<file path="config.mk">
export PLATFORM = sky130hd
export DESIGN_NAME = background_line_fetcher
export DESIGN_NICKNAME = d
export VERILOG_FILES = /design/src/rtl/bg_fetch_pkg.sv /design/src/rtl/pattern_hflipper_m.sv /design/src/rtl/background_line_fetcher.sv
export SDC_FILE = /design/constraint.sdc
export NUM_CORES = 1
export LEC_CHECK = 0
export CAP_MARGIN = 20
export CORE_MARGIN = 10
export CORE_UTILIZATION = 51
export CTS_BUF_LIST = sky130_fd_sc_hd__clkbuf_4
export CTS_CLUSTER_SIZE = 40
export DETAILED_ROUTE_END_ITERATION = 10
export PLACE_DENSITY_LB_ADDON = 0.15
export SLEW_MARGIN = 0
export SYNTH_ARGS = -nofsm -noshare
export SYNTH_HDL_FRONTEND = slang
export SYNTH_SLANG_ARGS = --single-unit
</file>
<file path="constraint.sdc">
create_clock -name clk -period 2.6 [get_ports clk]
set_input_delay 0.52 -clock clk [delete_from_list [all_inputs] [get_ports clk]]
set_output_delay 0.52 -clock clk [all_outputs]
set_load 0.01 [all_outputs]
</file>
<file path="src/rtl/bg_fetch_pkg.sv">
// Shared types and constants for the background scanline fetcher.
package bg_fetch_pkg;

  localparam int unsigned ADDR_W   = 12;
  localparam int unsigned COL_W    = 5;
  localparam int unsigned LINE_W   = 16;
  localparam int unsigned COLOR_W  = 3;
  localparam int unsigned BSM_W    = 19;
  localparam int unsigned PMBA_W   = 5;
  localparam int unsigned LAST_COL = 31;

  localparam logic [ADDR_W-1:0] NTBL_COLORS_OFFSET = 12'd960;

  // Tile byte field positions
  localparam int unsigned TILE_SEL_BIT   = 7;
  localparam int unsigned TILE_HFLIP_BIT = 6;
  localparam int unsigned TILE_VFLIP_BIT = 5;
  localparam int unsigned TILE_PMBA_LSB  = 0;

  typedef enum logic [2:0] {
    IDLE,
    RD_COLOR,
    RD_TILE,
    RD_PAT0,
    RD_PAT1,
    FLUSH
  } state_t;

  typedef struct packed {
    logic [COLOR_W-1:0] color;
    logic [LINE_W-1:0]  line;
  } bsm_entry_t;

endpackage

</file>
<file path="src/rtl/pattern_hflipper_m.sv">
// Mirrors a row of eight 2-bit pixels; the bits inside each pixel keep their order.
module pattern_hflipper_m (
  input  logic        en,
  input  logic [15:0] din,
  output logic [15:0] dout
);

  logic [15:0] rev;

  always_comb begin
    rev = '0;
    for (int i = 0; i < 8; i++) begin
      rev[2*i +: 2] = din[2*(7-i) +: 2];
    end
  end

  assign dout = en ? rev : din;

endmodule

</file>
<file path="src/rtl/background_line_fetcher.sv">
// Serial VRAM fetcher: colour byte, then tile + two pattern bytes per column,
// producing one BSM entry every 3 cycles.
module background_line_fetcher
  import bg_fetch_pkg::*;
#(
  parameter logic [11:0] NTBL_BASE = 12'h400,
  parameter logic [11:0] PMB_BASE  = 12'h000
) (
  input  logic              clk,
  input  logic              rst,
  input  logic              start,
  input  logic [7:0]        line_y,
  output logic              vram_rd,
  output logic [ADDR_W-1:0] vram_addr,
  input  logic [7:0]        vram_rdata,
  output logic              bsm_we,
  output logic [COL_W-1:0]  bsm_col,
  output logic [BSM_W-1:0]  bsm_data,
  output logic              busy,
  output logic              done
);

  state_t             state, state_next;
  logic [COL_W-1:0]   col;
  logic [7:0]         ly_q;
  logic [7:0]         tile_q;
  logic [7:0]         pat0_q;
  logic [5:0]         color_q;

  logic               rd_c;
  logic [ADDR_W-1:0]  addr_c;
  logic               wr_c;
  logic [7:0]         tile_src;
  logic [2:0]         vy;
  logic [LINE_W-1:0]  line_flip;
  bsm_entry_t         entry;

  // Pattern address uses the live tile byte in RD_PAT0 and the latched copy afterwards
  assign tile_src = (state == RD_PAT0) ? vram_rdata : tile_q;
  assign vy       = tile_src[TILE_VFLIP_BIT] ? 3'(3'd7 - ly_q[2:0]) : ly_q[2:0];

  pattern_hflipper_m u_hflip (
    .en   (tile_q[TILE_HFLIP_BIT]),
    .din  ({pat0_q, vram_rdata}),
    .dout (line_flip)
  );

  assign entry.color = tile_q[TILE_SEL_BIT] ? color_q[5:3] : color_q[2:0];
  assign entry.line  = line_flip;

  always_comb begin
    state_next = state;
    rd_c       = 1'b0;
    addr_c     = '0;
    wr_c       = 1'b0;
    case (state)
      IDLE: begin
        if (start) state_next = RD_COLOR;
      end
      RD_COLOR: begin
        rd_c       = 1'b1;
        addr_c     = NTBL_BASE + NTBL_COLORS_OFFSET;
        state_next = RD_TILE;
      end
      RD_TILE: begin
        rd_c       = 1'b1;
        addr_c     = NTBL_BASE + 12'({ly_q[7:3], col});
        wr_c       = (col != '0);
        state_next = RD_PAT0;
      end
      RD_PAT0: begin
        rd_c       = 1'b1;
        addr_c     = PMB_BASE + 12'({tile_src[TILE_PMBA_LSB +: PMBA_W], vy, 1'b0});
        state_next = RD_PAT1;
      end
      RD_PAT1: begin
        rd_c       = 1'b1;
        addr_c     = PMB_BASE + 12'({tile_src[TILE_PMBA_LSB +: PMBA_W], vy, 1'b1});
        state_next = (col == COL_W'(LAST_COL)) ? FLUSH : RD_TILE;
      end
      FLUSH: begin
        wr_c       = 1'b1;
        state_next = IDLE;
      end
      default: state_next = IDLE;
    endcase
  end

  assign vram_rd   = rd_c;
  assign vram_addr = addr_c;

  always_ff @(posedge clk) begin
    if (!rst) begin
      state    <= IDLE;
      col      <= '0;
      ly_q     <= '0;
      tile_q   <= '0;
      pat0_q   <= '0;
      color_q  <= '0;
      bsm_we   <= 1'b0;
      bsm_col  <= '0;
      bsm_data <= '0;
      busy     <= 1'b0;
      done     <= 1'b0;
    end else begin
      state  <= state_next;
      busy   <= (state_next != IDLE);
      bsm_we <= wr_c;
      done   <= (state == FLUSH);
      if (state == IDLE && start) begin
        ly_q <= line_y;
        col  <= '0;
      end
      if (state == RD_TILE && col == '0) color_q <= vram_rdata[5:0];
      if (state == RD_PAT0) tile_q <= vram_rdata;
      if (state == RD_PAT1) begin
        pat0_q <= vram_rdata;
        if (col != COL_W'(LAST_COL)) col <= col + COL_W'(1);
      end
      // Byte 1 of the previous column arrives in the cycle after RD_PAT1
      if (wr_c) begin
        bsm_col  <= (state == FLUSH) ? col : col - COL_W'(1);
        bsm_data <= entry;
      end
    end
  end

endmodule

</file>
Word level (Yosys, flattened, before mapping)
Cells that the tools add are included.
{"block": "op_classes", "add_sub_neg": 4, "multipliers": 0, "div": 0, "order_cmp": 0, "n_eq_ne": 7, "shifts": 0, "n_mux": 14, "bitwise_logic": 0, "n_reduce_logical": 7}
{"cell": "12-bit case mux with 4 select lines", "count": 1}
{"cell": "5-bit 2-to-1 mux", "count": 4}
{"cell": "16-bit 2-to-1 mux", "count": 1}
{"cell": "3-bit case mux with 5 select lines", "count": 1}
{"cell": "11-bit by 10-bit adder with 12-bit output, first input constant", "count": 1}
{"cell": "3-bit 2-to-1 mux", "count": 4}
{"cell": "3-bit by 2-bit equality test with 1-bit output, second input constant", "count": 2}
{"cell": "3-bit equality test, second input constant", "count": 2}
{"cell": "6-bit 2-to-1 mux", "count": 1}
{"cell": "5-bit by 1-bit adder with 5-bit output, second input constant", "count": 1}
{"cell": "5-bit equality test, second input constant", "count": 1}
{"cell": "5-bit logical NOT", "count": 1}
{"cell": "5-bit inequality test, second input constant", "count": 1}
{"cell": "5-bit nonzero test", "count": 1}
{"cell": "5-bit by 1-bit subtractor with 5-bit output, second input constant", "count": 1}
{"cell": "4-bit OR reduction", "count": 1}
{"cell": "3-bit by 1-bit equality test with 1-bit output, second input constant", "count": 1}
{"cell": "3-bit logical NOT", "count": 1}
{"cell": "3-bit nonzero test", "count": 1}
{"cell": "3-bit subtractor, first input constant", "count": 1}
{"cell": "1-bit logical AND", "count": 2}
{"cell": "1-bit case mux with 2 select lines", "count": 1}
{"cell": "1-bit 2-to-1 mux", "count": 1}
{"block": "totals", "ff_bits": 65, "latch_bits": 0, "ramBits": 0, "romBits": 0, "n_memories": 0}

Longest topological paths before layout
{"block": "logic_depth", "word_depth": 5, "mapped_depth": 7, "depth_no_buf": 7}

By module
From an unflattened synthesis, not the netlist that was laid out.
{"block": "hier_totals", "cells_unflattened": 330, "area_unflattened_um2": 3027.9}
{"mod": "background_line_fetcher", "instances": 1, "cells_per_inst": 312, "area_each_um2": 2778.9, "seq_area_each_um2": 1301.2}
{"mod": "pattern_hflipper_m", "instances": 1, "cells_per_inst": 18, "area_each_um2": 249.0, "seq_area_each_um2": 0.0}

Least setup slack after synthesis
OpenSTA, ideal clock, no wires.
{"block": "synth_timing", "kind": "register -> register", "start": "register col[0]", "end": "register col[3]", "setup_ps": 70, "t_arrival_ps": 1987, "setup_slack_ps": 543, "stages_incl_launch_ff": 8, "n_path_buf": 0, "cell_sequence": "dfxtp_1 ha_1 and3_1 ha_1 or4b_2 nor3_1 a31oi_1 a21oi_1"}
{"block": "synth_via", "elab_chain_cells": 3}
{"element": "start: declaration", "line_no": "background_line_fetcher.sv:24", "text": "logic [COL_W-1:0] col;"}
{"element": "start signal: assignment", "line_no": "background_line_fetcher.sv:118", "text": "if (col != COL_W'(LAST_COL)) col <= col + COL_W'(1);"}
{"element": "5-bit by 1-bit adder with 5-bit output or 5-bit inequality test (tied branches)", "line_no": "background_line_fetcher.sv:118"}
{"element": "5-bit 2-to-1 mux (*)", "line_no": "background_line_fetcher.sv:118"}
{"element": "5-bit 2-to-1 mux (*)", "line_no": "background_line_fetcher.sv:116", "text": "if (state == RD_PAT1) begin"}
Mark *: on every way between the ends. The rest lies on a longest branch, timed or not.
A chain may end at the register's enable or synchronous reset.

Worst setup path after layout
{"block": "layout_timing", "start": "register state[1]", "end": "output vram_addr[9]"}
{"block": "layout_via", "elab_chain_cells": 2}
{"element": "start: declaration", "line_no": "background_line_fetcher.sv:23", "text": "state_t state, state_next;"}
{"element": "start signal: assignment", "line_no": "background_line_fetcher.sv:106", "text": "state <= state_next;"}
{"element": "3-bit equality test, or another cell as far along", "line_no": "background_line_fetcher.sv:56", "text": "case (state)"}
{"element": "12-bit case mux with 4 select lines (*)", "line_no": "background_line_fetcher.sv:56"}
{"element": "end: declaration", "line_no": "background_line_fetcher.sv:14", "text": "output logic [ADDR_W-1:0] vram_addr,"}
Marks and branches as above.

==> run summary <==
The flow ran to the end, and the final reports show no timing, DRC or antenna violations. For the HPWL reported at the end of detailed placement, the log shows 5110 um. In the final routed layout, each cell accounts on average for 14.5 um. The arrival time at the worst endpoint was 1950 ps. Counting tap cells, the placed design contains a total of 462 instances. Of all nets on the critical path, the largest fanout is 10. The first-pass iteration count of the detailed router is 5, and the clock slew seen by the registers of the worst setup and hold paths is 110 ps. For the number of clock buffers inserted by TritonCTS, the log shows 9.

Once layout is complete, the cells apart from fillers number 478. The antenna diode count was 0; the synthesized area per cell was 8.86 sq um. For this run the aggregate overflow at the end of global routing stands at 0. The number of hold buffers added after CTS was 0.

The final number of hold-violating endpoints was 0; the overall die height was 96.3 um. The first-pass GRT wire length came out at 11600 um. The path type of the worst setup path was reg2out. The sequential share of the synthesized area is 0.438.

Setup total negative slack on the finished layout was measured at 0 ps. The tools report the maximum number of pins on one net before global-route repair as 46. The post-layout total power was 0.00194 W.

The effective utilization at floorplan came out at 0.533. The tools report the post-route DRC violation count as 0. Summed over all layers, the routed wires come to 6920 um. Power density of the placed cells: 503 nW/um^2. In this run the cell area of the synthesized design comes to 2970 sq um. Setup repair after global routing left no endpoint under its margin.

CTS placed an instance of sky130_fd_sc_hd__clkbuf_4 at the clock tree root. Dividing the detail-routed via count by the number of cells gives 5.36. Compared with the post-synthesis result, the final layout area differs by 29.8%. The final-report setup violation count is 0, and the number of clock sinks is 65. In this run the static leakage power is 1.45 nW. The period utilization came out at 0.949. Traced cell by cell, the critical path runs through buf_4 > nor2b_4 > nand2_1 > a21oi_1 > clkdlybuf4s50_1. The run gives 410 ps as the clock insertion delay at the later pin of the skew report. Counting flops and latches in the post-synthesis netlist gives 65. The worst setup path is captured at an output pin.

The count of buffers added on input and output ports is 57. The master of the slowest instance on the critical path is sky130_fd_sc_hd__clkdlybuf4s50_1. TritonCTS built the clock tree.

The tightest min-delay check is of the reg2reg type. The worst-case IR drop observed on VDD is 0.293 mV. The all-layer global routing usage is 0.158.

Leaving out fill and tap cells, the most frequent cell in the layout is sky130_fd_sc_hd__dfxtp_1. The detailed router finished its first iteration with 95 violations. Once detail routing completed, the nets flagged for antenna violations numbered 0. The layout has 490 filler cells. The proportion of netlist area held by the largest area contributor was 0.438.

The logs give 335 for the count of mapped cells out of synthesis and 405 MHz for the achievable frequency. Synthesis produced a netlist with a net count of 357. The number of setup buffers added after CTS is 0.

The final layout contains 423 nets. Yosys mapped the design onto 43 distinct sky130hd cell types. Leaving out fill and tap cells, the most frequent cells in the layout are 62 x sky130_fd_sc_hd__dfxtp_1, 60 x sky130_fd_sc_hd__nand2_1, 47 x sky130_fd_sc_hd__clkdlybuf4s50_1, 36 x sky130_fd_sc_hd__a21oi_1, 35 x sky130_fd_sc_hd__nor2_1.

Die extent in x: 96.3 um. The detailed router placed 2560 vias in this run. The floorplan step defined a die boundary enclosing 9270 sq um. The share of cells above drive strength 1 was 0.150.

The floorplan has 27 rows. The run gives 2469 as the number of global-route vias before repair. At the worst endpoint, the required time is 2080 ps. Startpoint of the tightest hold check path: tile_q[4]. The run gives 0 as the count of pins over their slew limit. The tools report the critical path launch point as state[1]. Initial antenna violation count: 0. Routability congestion estimate from global placement: 0.811.

The type of element launching the critical path is a flop. Launch point of the worst reg-to-reg path: col[0]. The number of levels in the clock H-tree was 3. By area the synthesized netlist is led by sky130_fd_sc_hd__dfxtp_1 44%, sky130_fd_sc_hd__mux2i_1 8.8%, sky130_fd_sc_hd__nand2_1 7.6%, sky130_fd_sc_hd__a211oi_2 6.3%, sky130_fd_sc_hd__a21oi_1 6.1%. Clock skew on the completed layout was measured at 12.3 ps. The biggest area consumer among synthesized cells is sky130_fd_sc_hd__dfxtp_1. On the worst path, the slowest cell contributes a delay of 560 ps. The Yosys step of the flow raised 0 warnings. Across the run, the number of max-cap violations was 0.

The floorplan core area was 5570 sq um. The longest clock path from root to sink contains 2 buffers. Counting I/O delays and the setup requirement, the final critical path takes 2470 ps. I/O pin count: 59.
[critical path, delay by kind of cell, from the launching register on]
family	cells	cell delay, ps
AO/OA/AOI/OAI	1	140
buffers and inverters	2	730
flip-flops	1	410
AND/OR/NAND/NOR	2	260
[worst paths after layout]
check,to,slack [ps],depth (start not counted)
min reg2reg,tile_q[4],470,2
max,vram_addr[9],130,5
min,tile_q[4],470,2
max reg2reg,col[2],350,7
[through the flow]
step	setup WS (ps)	cell area (sq um)	hold WS (ps)	util
after floorplan	543	2970	436	-
after global placement	-98.0	3690	446	0.662
after detailed placement	-122	3690	453	0.662
after CTS	1.57	3840	468	0.689
after global routing	1.61	3850	492	0.691
final	133	3850	468	0.691
[cells in the mapped netlist]
cell and count:
sky130_fd_sc_hd__buf_4 4, sky130_fd_sc_hd__a211oi_2 15, sky130_fd_sc_hd__a21oi_1 36, sky130_fd_sc_hd__clkinv_1 1
sky130_fd_sc_hd__nor3_1 3, sky130_fd_sc_hd__a22oi_1 4, sky130_fd_sc_hd__buf_6 2, sky130_fd_sc_hd__nor3b_1 1
sky130_fd_sc_hd__nor2b_1 4, sky130_fd_sc_hd__mux2i_2 1, sky130_fd_sc_hd__nor4b_2 1, sky130_fd_sc_hd__o22a_1 1
sky130_fd_sc_hd__xor2_1 2, sky130_fd_sc_hd__nor3b_2 1, sky130_fd_sc_hd__dfxtp_1 65, sky130_fd_sc_hd__a211oi_1 5
sky130_fd_sc_hd__nand2b_1 4, sky130_fd_sc_hd__a22o_1 3, sky130_fd_sc_hd__nand3b_1 4, sky130_fd_sc_hd__o2111ai_1 2
sky130_fd_sc_hd__buf_2 3, sky130_fd_sc_hd__nand2_1 60, sky130_fd_sc_hd__o211ai_1 2, sky130_fd_sc_hd__nor2_1 36
sky130_fd_sc_hd__o211ai_4 1, sky130_fd_sc_hd__nor4b_1 1, sky130_fd_sc_hd__or3b_4 1, sky130_fd_sc_hd__ha_1 3
sky130_fd_sc_hd__conb_1 1, sky130_fd_sc_hd__xnor2_1 5, sky130_fd_sc_hd__a21o_1 1, sky130_fd_sc_hd__inv_1 4
sky130_fd_sc_hd__or4b_2 1, sky130_fd_sc_hd__and3_1 1, sky130_fd_sc_hd__a31oi_1 1, sky130_fd_sc_hd__o21ai_0 8
sky130_fd_sc_hd__nand3_1 3, sky130_fd_sc_hd__a2bb2oi_1 1, sky130_fd_sc_hd__buf_1 1, sky130_fd_sc_hd__and2_1 2
sky130_fd_sc_hd__or4bb_1 1, sky130_fd_sc_hd__mux2i_1 26, sky130_fd_sc_hd__clkbuf_1 13
[layout make-up]
| cell class | count | area (sq um) | area share |
|---|---|---|---|
| clock buffer | 10 | 75.1 | 0.0195 |
| inverter | 5 | 18.8 | 0.00487 |
| timing repair buffer | 78 | 759 | 0.197 |
| multi-input combinational | 242 | 1550 | 0.402 |
| clock inverter | 6 | 48.8 | 0.0127 |
| sequential | 65 | 1310 | 0.340 |
| tap | 72 | 90.1 | 0.0234 |
[power by group]
| group | total, W | internal, W | switching (W) |
|---|---|---|---|
| Combinational | 0.000260 | 0.000130 | 0.000131 |
| Sequential | 0.00104 | 0.00102 | 0.0000216 |
| Clock | 0.000634 | 0.000289 | 0.000345 |
| Total | 0.00194 | 0.00144 | 0.000497 |
[registers in the layout (all words and copies together) (netlist names)]
signal and cells:
bsm_col 5, bsm_data 19, bsm_we 1, busy 1, col 5, color_q 6, done 1, ly_q 8
pat0_q 8, state 3, tile_q 8
[logic make-up (layout without fill, tap and decap cells)]
kind of cell | Yosys count | count (layout) | share of synthesized area
buffers and inverters | 28 | 99 | 0.0468
other | 1 | 1 | 0.00126
AO/OA/AOI/OAI | 80 | 80 | 0.198
XOR/XNOR | 7 | 7 | 0.0206
multiplexers | 27 | 27 | 0.0923
flip-flops | 65 | 65 | 0.438
AND/OR/NAND/NOR | 124 | 124 | 0.190
adder cells (fa/ha/maj) | 3 | 3 | 0.0126
[layer usage]
metal  vias to the layer above  track usage  wire length, um
li1                       1292            -                -
met1                      1196        0.187             2960
met2                        60        0.260             3320
met3                        12       0.0405              483
met4                         0       0.0811              158
met5                         -            0                0
[repair_timing]
item	in CTS	in global routing
hold endpoints to repair	0	0
pin swaps	0	0
gates resized for setup	17	5
setup endpoints to repair	11	5
Power figures use the tool's default switching activity.
